===== config.mk =====
export PLATFORM = sky130hd
export DESIGN_NAME = vx_rop_req_arb
export DESIGN_NICKNAME = d
export VERILOG_FILES = /design/src/rtl/vx_rop_req_arb.sv
export SDC_FILE = /design/constraint.sdc
export NUM_CORES = 1
export LEC_CHECK = 0
export ABC_AREA = 1
export CORE_AREA = 3 3 710 712
export DETAILED_ROUTE_END_ITERATION = 7
export DIE_AREA = 0 0 713 715
export GPL_TIMING_DRIVEN = 1
export PLACE_DENSITY = 0.33
export SKIP_LAST_GASP = 1
export SYNTH_ARGS = -nofsm -noshare
export SYNTH_HDL_FRONTEND = slang
export SYNTH_SLANG_ARGS = --single-unit

===== constraint.sdc =====
create_clock -name clk -period 3.1 [get_ports clk]
set_input_delay 0.465 -clock clk [delete_from_list [all_inputs] [get_ports clk]]
set_output_delay 0.465 -clock clk [all_outputs]
set_load 0.01 [all_outputs]

===== src/rtl/vx_rop_req_arb.sv =====
// vx_rop_req_arb: round-robin arbiter sharing one ROP request port among
// NUM_REQS requesters. The winning bundle and its source index are pushed into
// a 2-entry output buffer. The ROP side therefore sees a registered valid and
// registered data. The requester side sees a ready gated by a registered
// "space" flag, so req_ready never depends combinationally on rop_ready.
//
// Ports:
//   clk, reset (async, active-low)
//   req_valid/req_uuid/req_mask/req_pos_x/req_pos_y/req_color/req_depth/
//   req_face : per-requester request bundles (packed, requester 0 in the LSBs)
//   req_ready  : one-hot (or zero) grant back to the requesters
//   rop_valid/rop_* : buffered bundle towards the ROP unit
//   rop_idx    : requester that produced the current bundle
//   rop_ready  : ROP accepts the head bundle
//
// Optional build macro VX_ROP_ARB_PERF_EN adds the following counters:
//   perf_grants : per-requester count of enqueued bundles, 44 bits each
//   perf_stalls : count of cycles where rop_valid=1 and rop_ready=0
// The arbitration logic is identical with or without the macro.

`ifndef UP
`define UP(x) (((x) > 0) ? (x) : 1)
`endif
`ifndef UUID_BITS
`define UUID_BITS 44
`endif
`ifndef ROP_DIM_BITS
`define ROP_DIM_BITS 11
`endif
`ifndef ROP_DEPTH_BITS
`define ROP_DEPTH_BITS 24
`endif

module vx_rop_req_arb #(
    parameter int NUM_REQS  = 4,
    parameter int NUM_LANES = 4,
    parameter int UUIDW     = `UP(`UUID_BITS),
    localparam int IDXW     = (NUM_REQS > 1) ? $clog2(NUM_REQS) : 1,
    localparam int DW       = `ROP_DIM_BITS,
    localparam int ZW       = `ROP_DEPTH_BITS
) (
    input  logic                            clk,
    input  logic                            reset,
    input  logic [NUM_REQS-1:0]             req_valid,
    input  logic [NUM_REQS*UUIDW-1:0]       req_uuid,
    input  logic [NUM_REQS*NUM_LANES-1:0]   req_mask,
    input  logic [NUM_REQS*NUM_LANES*DW-1:0] req_pos_x,
    input  logic [NUM_REQS*NUM_LANES*DW-1:0] req_pos_y,
    input  logic [NUM_REQS*NUM_LANES*32-1:0] req_color,
    input  logic [NUM_REQS*NUM_LANES*ZW-1:0] req_depth,
    input  logic [NUM_REQS*NUM_LANES-1:0]   req_face,
    output logic [NUM_REQS-1:0]             req_ready,
    output logic                            rop_valid,
    output logic [UUIDW-1:0]                rop_uuid,
    output logic [NUM_LANES-1:0]            rop_mask,
    output logic [NUM_LANES*DW-1:0]         rop_pos_x,
    output logic [NUM_LANES*DW-1:0]         rop_pos_y,
    output logic [NUM_LANES*32-1:0]         rop_color,
    output logic [NUM_LANES*ZW-1:0]         rop_depth,
    output logic [NUM_LANES-1:0]            rop_face,
    output logic [IDXW-1:0]                 rop_idx,
    input  logic                            rop_ready
`ifdef VX_ROP_ARB_PERF_EN
    ,
    output logic [NUM_REQS*44-1:0]          perf_grants,
    output logic [43:0]                     perf_stalls
`endif
);

    localparam int unsigned NR = NUM_REQS;

    typedef struct packed {
        logic [IDXW-1:0]         idx;
        logic [UUIDW-1:0]        uuid;
        logic [NUM_LANES-1:0]    mask;
        logic [NUM_LANES*DW-1:0] pos_x;
        logic [NUM_LANES*DW-1:0] pos_y;
        logic [NUM_LANES*32-1:0] color;
        logic [NUM_LANES*ZW-1:0] depth;
        logic [NUM_LANES-1:0]    face;
    } bundle_t;

    logic [1:0]      r_count;
    logic            r_space;
    logic [IDXW-1:0] r_ptr;
    bundle_t         r_head;
    bundle_t         r_tail;

    logic            w_found;
    logic [IDXW-1:0] w_grant_idx;
    logic [IDXW-1:0] w_cand;
    logic [IDXW-1:0] w_ptr_nxt;
    logic            w_push;
    logic            w_pop;
    logic [1:0]      w_count_nxt;
    bundle_t         w_bundle;

    // Scan pointer, pointer+1, ... with a single conditional wrap.
    // pointer+k never reaches 2*NR, so one subtraction replaces the modulo.
    always_comb begin
        w_found     = 1'b0;
        w_grant_idx = '0;
        w_cand      = '0;
        for (int unsigned k = 0; k < NR; k++) begin
            w_cand = (32'(r_ptr) + k >= NR) ? IDXW'(32'(r_ptr) + k - NR)
                                            : IDXW'(32'(r_ptr) + k);
            if (r_space && !w_found && req_valid[w_cand]) begin
                w_found     = 1'b1;
                w_grant_idx = w_cand;
            end
        end
    end

    assign req_ready = w_found ? (NUM_REQS'(1) << w_grant_idx) : '0;
    assign w_ptr_nxt = (w_grant_idx == IDXW'(NR - 1)) ? '0 : w_grant_idx + 1'b1;

    assign w_bundle.idx   = w_grant_idx;
    assign w_bundle.uuid  = req_uuid[w_grant_idx*UUIDW +: UUIDW];
    assign w_bundle.mask  = req_mask[w_grant_idx*NUM_LANES +: NUM_LANES];
    assign w_bundle.pos_x = req_pos_x[w_grant_idx*NUM_LANES*DW +: NUM_LANES*DW];
    assign w_bundle.pos_y = req_pos_y[w_grant_idx*NUM_LANES*DW +: NUM_LANES*DW];
    assign w_bundle.color = req_color[w_grant_idx*NUM_LANES*32 +: NUM_LANES*32];
    assign w_bundle.depth = req_depth[w_grant_idx*NUM_LANES*ZW +: NUM_LANES*ZW];
    assign w_bundle.face  = req_face[w_grant_idx*NUM_LANES +: NUM_LANES];

    // Zero-mask requests are accepted and consumed, but are never buffered.
    assign w_push = w_found && (|w_bundle.mask);
    assign w_pop  = (r_count != 2'd0) && rop_ready;

    always_comb begin
        w_count_nxt = r_count;
        if (w_push && !w_pop) begin
            w_count_nxt = r_count + 2'd1;
        end else if (!w_push && w_pop) begin
            w_count_nxt = r_count - 2'd1;
        end
    end

    always_ff @(posedge clk or negedge reset) begin
        if (!reset) begin
            r_count <= '0;
            r_space <= 1'b0;
            r_ptr   <= '0;
            r_head  <= '0;
            r_tail  <= '0;
        end else begin
            r_count <= w_count_nxt;
            // Computed from the next count so that a full buffer blocks grants in the same cycle it fills.
            r_space <= (w_count_nxt != 2'd2);
            if (w_found) begin
                r_ptr <= w_ptr_nxt;
            end
            // The head is always rop_*; when the buffer holds one entry that is
            // also popped, the new entry goes directly into the head.
            if (w_push) begin
                if (r_count == 2'd0 || (r_count == 2'd1 && w_pop)) begin
                    r_head <= w_bundle;
                end else begin
                    r_tail <= w_bundle;
                end
            end else if (w_pop && r_count == 2'd2) begin
                r_head <= r_tail;
            end
        end
    end

    assign rop_valid = (r_count != 2'd0);
    assign rop_idx   = r_head.idx;
    assign rop_uuid  = r_head.uuid;
    assign rop_mask  = r_head.mask;
    assign rop_pos_x = r_head.pos_x;
    assign rop_pos_y = r_head.pos_y;
    assign rop_color = r_head.color;
    assign rop_depth = r_head.depth;
    assign rop_face  = r_head.face;

`ifdef VX_ROP_ARB_PERF_EN
    logic [NUM_REQS*44-1:0] r_perf_grants;
    logic [43:0]            r_perf_stalls;

    always_ff @(posedge clk or negedge reset) begin
        if (!reset) begin
            r_perf_grants <= '0;
            r_perf_stalls <= '0;
        end else begin
            for (int unsigned i = 0; i < NR; i++) begin
                if (w_push && w_grant_idx == IDXW'(i)) begin
                    r_perf_grants[i*44 +: 44] <= r_perf_grants[i*44 +: 44] + 44'd1;
                end
            end
            if (rop_valid && !rop_ready) begin
                r_perf_stalls <= r_perf_stalls + 44'd1;
            end
        end
    end

    assign perf_grants = r_perf_grants;
    assign perf_stalls = r_perf_stalls;
`endif

endmodule


## After elaboration in Yosys (flattened, before gate mapping)

Cells that the tools add are included.

- Add/subtract/negate cells: 10
- Shift-type cells: 8
- Multiplexer cells: 27
- Reduce and logical (&&, ||, !) cells: 25
- Bitwise logic cells: 1
- $lt $le $gt $ge: 8
- $mul: 3
- Eq/ne operators: 5

Operators with widths:

| operator | count |
|---|---|
| two-way mux 366 bit | 3 |
| indexed part select 512 x 10 -> 128 bit | 1 |
| indexed part select 384 x 10 -> 96 bit | 1 |
| indexed part select 176 x 9 -> 44 bit | 2 |
| indexed part select 176 x 10 -> 44 bit | 1 |
| indexed part select 16 x 5 -> 4 bit | 2 |
| two-way mux 2 bit | 11 |
| logical AND 1 bit | 13 |
| less-than comparator 2 x 3 -> 1 bit (second input constant) | 4 |
| multiplier 2 x 4 -> 6 bit (second input constant) | 2 |
| subtractor 2 x 1 -> 2 bit (second input constant) | 5 |
| greater-or-equal comparator 3 bit (second input constant) | 3 |
| binary-select mux 1 bit (select 2 bit) | 4 |
| two-way mux 1 bit | 8 |
| adder 2 x 2 -> 3 bit (second input constant) | 2 |
| zero test 1 bit | 5 |
| adder 2 x 1 -> 2 bit (second input constant) | 2 |
| == test 2 bit (second input constant) | 2 |
| multiplier 2 x 2 -> 4 bit (second input constant) | 1 |
| two-way mux 4 bit | 1 |
| AND reduction 2 bit | 2 |
| nonzero test 2 bit | 2 |
| OR reduction 4 bit | 1 |
| << shifter 1 x 2 -> 4 bit (first input constant) | 1 |
| other kinds (8) | 8 |

- Output and inout port bits: 371
- Register bits: 737
- Input port bits: 1463

## Depth between registers and ports, before layout

- Depth in word-level cells: 26
- Depth in mapped cells: 24
- Mapped depth without buffers: 21

## Worst setup path after synthesis

OpenSTA, ideal clock, no wires.

- Kind: register to output
- From: reg r_ptr[1]
- To: out req_ready[3]
- Setup slack: 0.250 ns
- Buffers on the path: 3
- Cell stages (with the launch flop): 16
- Arrival: 2.385 ns
- Cells stage by stage: dfrtp_1 > inv_2 > nand2_1 > nand2_1 > nand2_1 > nand2_2 > nand4_1 > nor2_2 > nand2_2 > nand2_4 > buf_2 > buf_2 > buf_1 > ha_1 > nand2_1 > inv_1

RTL lines:

| element | line | RTL |
|---|---|---|
| from (decl) | 85 | `logic [IDXW-1:0] r_ptr;` |
| from (signal assigned) | 151 | `r_ptr <= w_ptr_nxt;` |
| to (decl) | 52 | `output logic [NUM_REQS-1:0] req_ready,` |

## Final worst setup path

- From: reg r_ptr[0]
- To: reg r_head (netlist bit rop_uuid[10])

- Word-level cells in the longest chain between the ends: 23
- Elaborated cells between the ends (all ways): 51
- Classes of those cells: 7 x add/sub; 1 x mul; 4 x order compare; 1 x eq/ne; 2 x shift; 22 x mux; 14 x reduce/logical

Ends and longest elaborated chain:

| element | line | RTL |
|---|---|---|
| parallel branches: the longest is 23 deep, another holds adder 2 x 1 -> 3 bit | - |  |
| to (signal assigned) | 157 | `r_head <= w_bundle;` |
| to (signal assigned) | 162 | `r_head <= r_tail;` |
| to (decl) | 86 | `bundle_t r_head;` |

Several ways; the timed one is not identified. The select of a mux whose other input is x is not followed.
A chain may end at the register's enable or synchronous reset.

==> metrics.yaml <==
cells_and_area:
  final_cells: 15900
  layout_commonest_cell: "nand2_1"
  final_cell_mix: "2840 x nand2_1, 1816 x clkdlybuf4s50_1, 843 x buf_4, 735 x dfrtp_1, 718 x nor2_1"
  synthToLayoutAreaGrowth_pct: 99.8
  fin_util_pct: 17.2
  nets: 10600
  design_area_um2: 85800
  final_layout_size_suffix_gt1_share_pct: 17.4
hold_path:
  holdCritPathClass: "in2async"
clocking:
  htreeDepth: 3
  cts_max_path_buffers: 4
  cts_buffers: 108
  path_clk_slew_ns: 0.07
  worstSkewPairLatency_ns: 0.86
  root_buffer: "clkbuf_16"
  cts_tree: "built"
  clkSinkCount: 737
critical_path:
  timing.rr.end: "rop_uuid[10]"
  path_class: "reg2reg"
  cp.required_ns: 3.81
  reg2reg_slack_ns: -0.54
  r2r-start: "r_ptr[0]"
  cp.arrival_ns: 4.35
  worstSetupEndpointType: "flop"
  reg2reg_depth: 22
  critPathLaunchType: "flop"
  crit_fanout: 20
floorplan:
  dieArea_um2: 510000
  die-width_um: 713
  coreArea_um2: 498000
  die_y_um: 715
  rows: 259
  ios: 1834
  initial_utilization_pct: 8.62
status:
  violations: "setup timing"
  status: "finished with violations"
yosys:
  ys_seq_area_share_pct: 43.0
  synthDistinctLibCells: 26
  yosys_warnings: 0
  syn_area_um2: 42900
  synthDominantCellAreaShare_pct: 43.0
  netlist_instances: 6510
  netlist_top_cells_area: "dfrtp_1 43%, nand2_1 26%, o21ai_0 8.5%"
  syn-num-nets: 7980
  yosys_register_bits: 737
  synth.avg_cell_area_um2: 6.59
  yosysTopAreaCell: "dfrtp_1"
placed_design:
  post-dp-hpwl_um: 346000
  place_area_um2: 76400
  dpl.cell_count: 15500
  portBuffers: 1833
  routabilityCongestion: 0.872
grt:
  grt_pass1_vias: 55900
  grt_overflow_total: 0
  antenna_found_initial: 150
  grtUsageTotal_pct: 15.7
  grt_pass1_wl_um: 543000
  grt_max_degree: 66
timing:
  final.period_utilization_pct: 118
  finalSetupViolations: 739
  slew_viol_final: 0
  max_freq_mhz: 274
  worstMarginPinSlew_ns: 0.860
  slew_headroom_pct: 42.5
  hold_viol_final: 0
  fin_ws_ns: -0.544
  period_minus_slack_ns: 3.64
  rsz0062_at_grt: "true"
  clock_skew_ns: 0.0875
detailed_routing:
  postRouteAntennaNets: 0
  route.detailed.drc: 0
  wl_per_cell_um: 28.1
  wirelength_um: 447000
  via_count: 56700
  avgViaCountPerCell: 3.56
  drtIter0Drc: 4093
  first_pass_iters: 7
flow_run:
  maxCapViolCount: 0
==> flip-flops by register name, summed over array words and instances, names as in the netlist <==
register   flops
r_count        2
rop_idx        2
r_space        1
rop_uuid      44
rop_face       4
r_tail       366
rop_color    128
rop_pos_x     44
rop_pos_y     44
r_ptr          2
rop_depth     96
rop_mask       4
==> cell usage after synthesis <==
cell and n:
ha_1 7, nand4_1 3, nor2_4 2, inv_2 4, nor3_1 1, nand3_1 392
nand2_4 2, nand3b_1 2, buf_6 2, clkbuf_1 268, buf_4 18, a21oi_1 1
inv_4 1, buf_2 226, nor2_2 2, o22ai_1 360, nor2_1 726, nand3_2 1
o2111ai_1 1, buf_1 8, o21ai_1 6, inv_1 35, o21ai_0 730, dfrtp_1 737
nand2_1 2970, nand2_2 5
==> metal layers <==
| metal | GRT usage, % | up-vias | wire (um) |
|---|---|---|---|
| met5 | 0 | - | 309 |
| met4 | 3.99 | 48 | 14600 |
| met3 | 3.81 | 476 | 30300 |
| met2 | 28.2 | 2134 | 223000 |
| met1 | 18.7 | 27600 | 178000 |
| li1 | - | 26400 | - |
==> worst max-delay path, cell delays in order, from the launching register on <==
cell,delay [ns]
dfrtp_2,0.49
inv_4,0.11
nand2_1,0.08
nand3_2,0.09
nand2_2,0.08
nand2_1,0.09
nor2_2,0.05
buf_4,0.13
inv_2,0.05
nand2_1,0.07
nand2_4,0.16
nand2_8,0.08
buf_16,0.15
buf_12,0.12
buf_16,0.16
buf_6,0.16
buf_12,0.15
nor2_1,0.57
o22ai_1,0.29
nand2_1,0.14
nand2_1,0.10
nand2_1,0.10
nand2_1,0.05
==> layout make-up <==
cell class | instances | area [um^2]
Tap cell | 6655 | 8330
Antenna cell | 43 | 108
Inverter | 40 | 198
Clock buffer | 147 | 2980
Timing Repair inverter | 1 | 7.51
Sequential cell | 737 | 18400
Clock inverter | 38 | 541
Fill cell | 56900 | 412000
Multi-Input combinational cell | 5211 | 23000
Timing Repair Buffer | 3029 | 32200
==> what timing repair did <==
action / in CTS / in global routing
resized for setup: 202 / 329
pin swaps: 27 / 95
setup buffers: 57 / 50
cloned: 31 / 89
endpoints found under the setup margin: 739 / 739
hold buffers: 1 / 0
hold endpoints to repair: 4 / 0
==> stage by stage <==
stage	setup slack (ns)	setup TNS (ns)	hold slack (ns)
2_1_floorplan	0.250	0	0.169
4_1_cts	-0.475	-265.84	0.258
5_1_grt	-0.683	-388.64	0.256
3_5_place_dp	-1.21	-699.81	0.458
6_report	-0.544	-243.61	0.304
3_3_place_gp	-1.23	-734.78	0.453
==> worst max path at each step <==
stage	start	slack, ns	depth (start not counted)	to
CTS	r_ptr[0]	-0.48	15	req_ready[0]
floorplan	r_ptr[1]	0.25	15	req_ready[3]
global route	r_ptr[0]	-0.68	16	req_ready[0]
detailed placement	req_valid[1]	-1.21	21	rop_pos_y[11]
global placement	req_valid[1]	-1.23	21	rop_pos_y[11]
finish	r_ptr[0]	-0.54	22	rop_uuid[10]
==> logic make-up after synthesis <==
kind of cell	count (synthesis)	synth area share, %
flops	737	43.0
compound gates	1098	13.9
fa+ha+maj	7	0.204
simple gates	4106	37.2
buf+inv	562	5.77
Power is left out: the tool's default activity adds up to more than one toggle a clock period on the data nets, which glitch-free logic cannot reach.
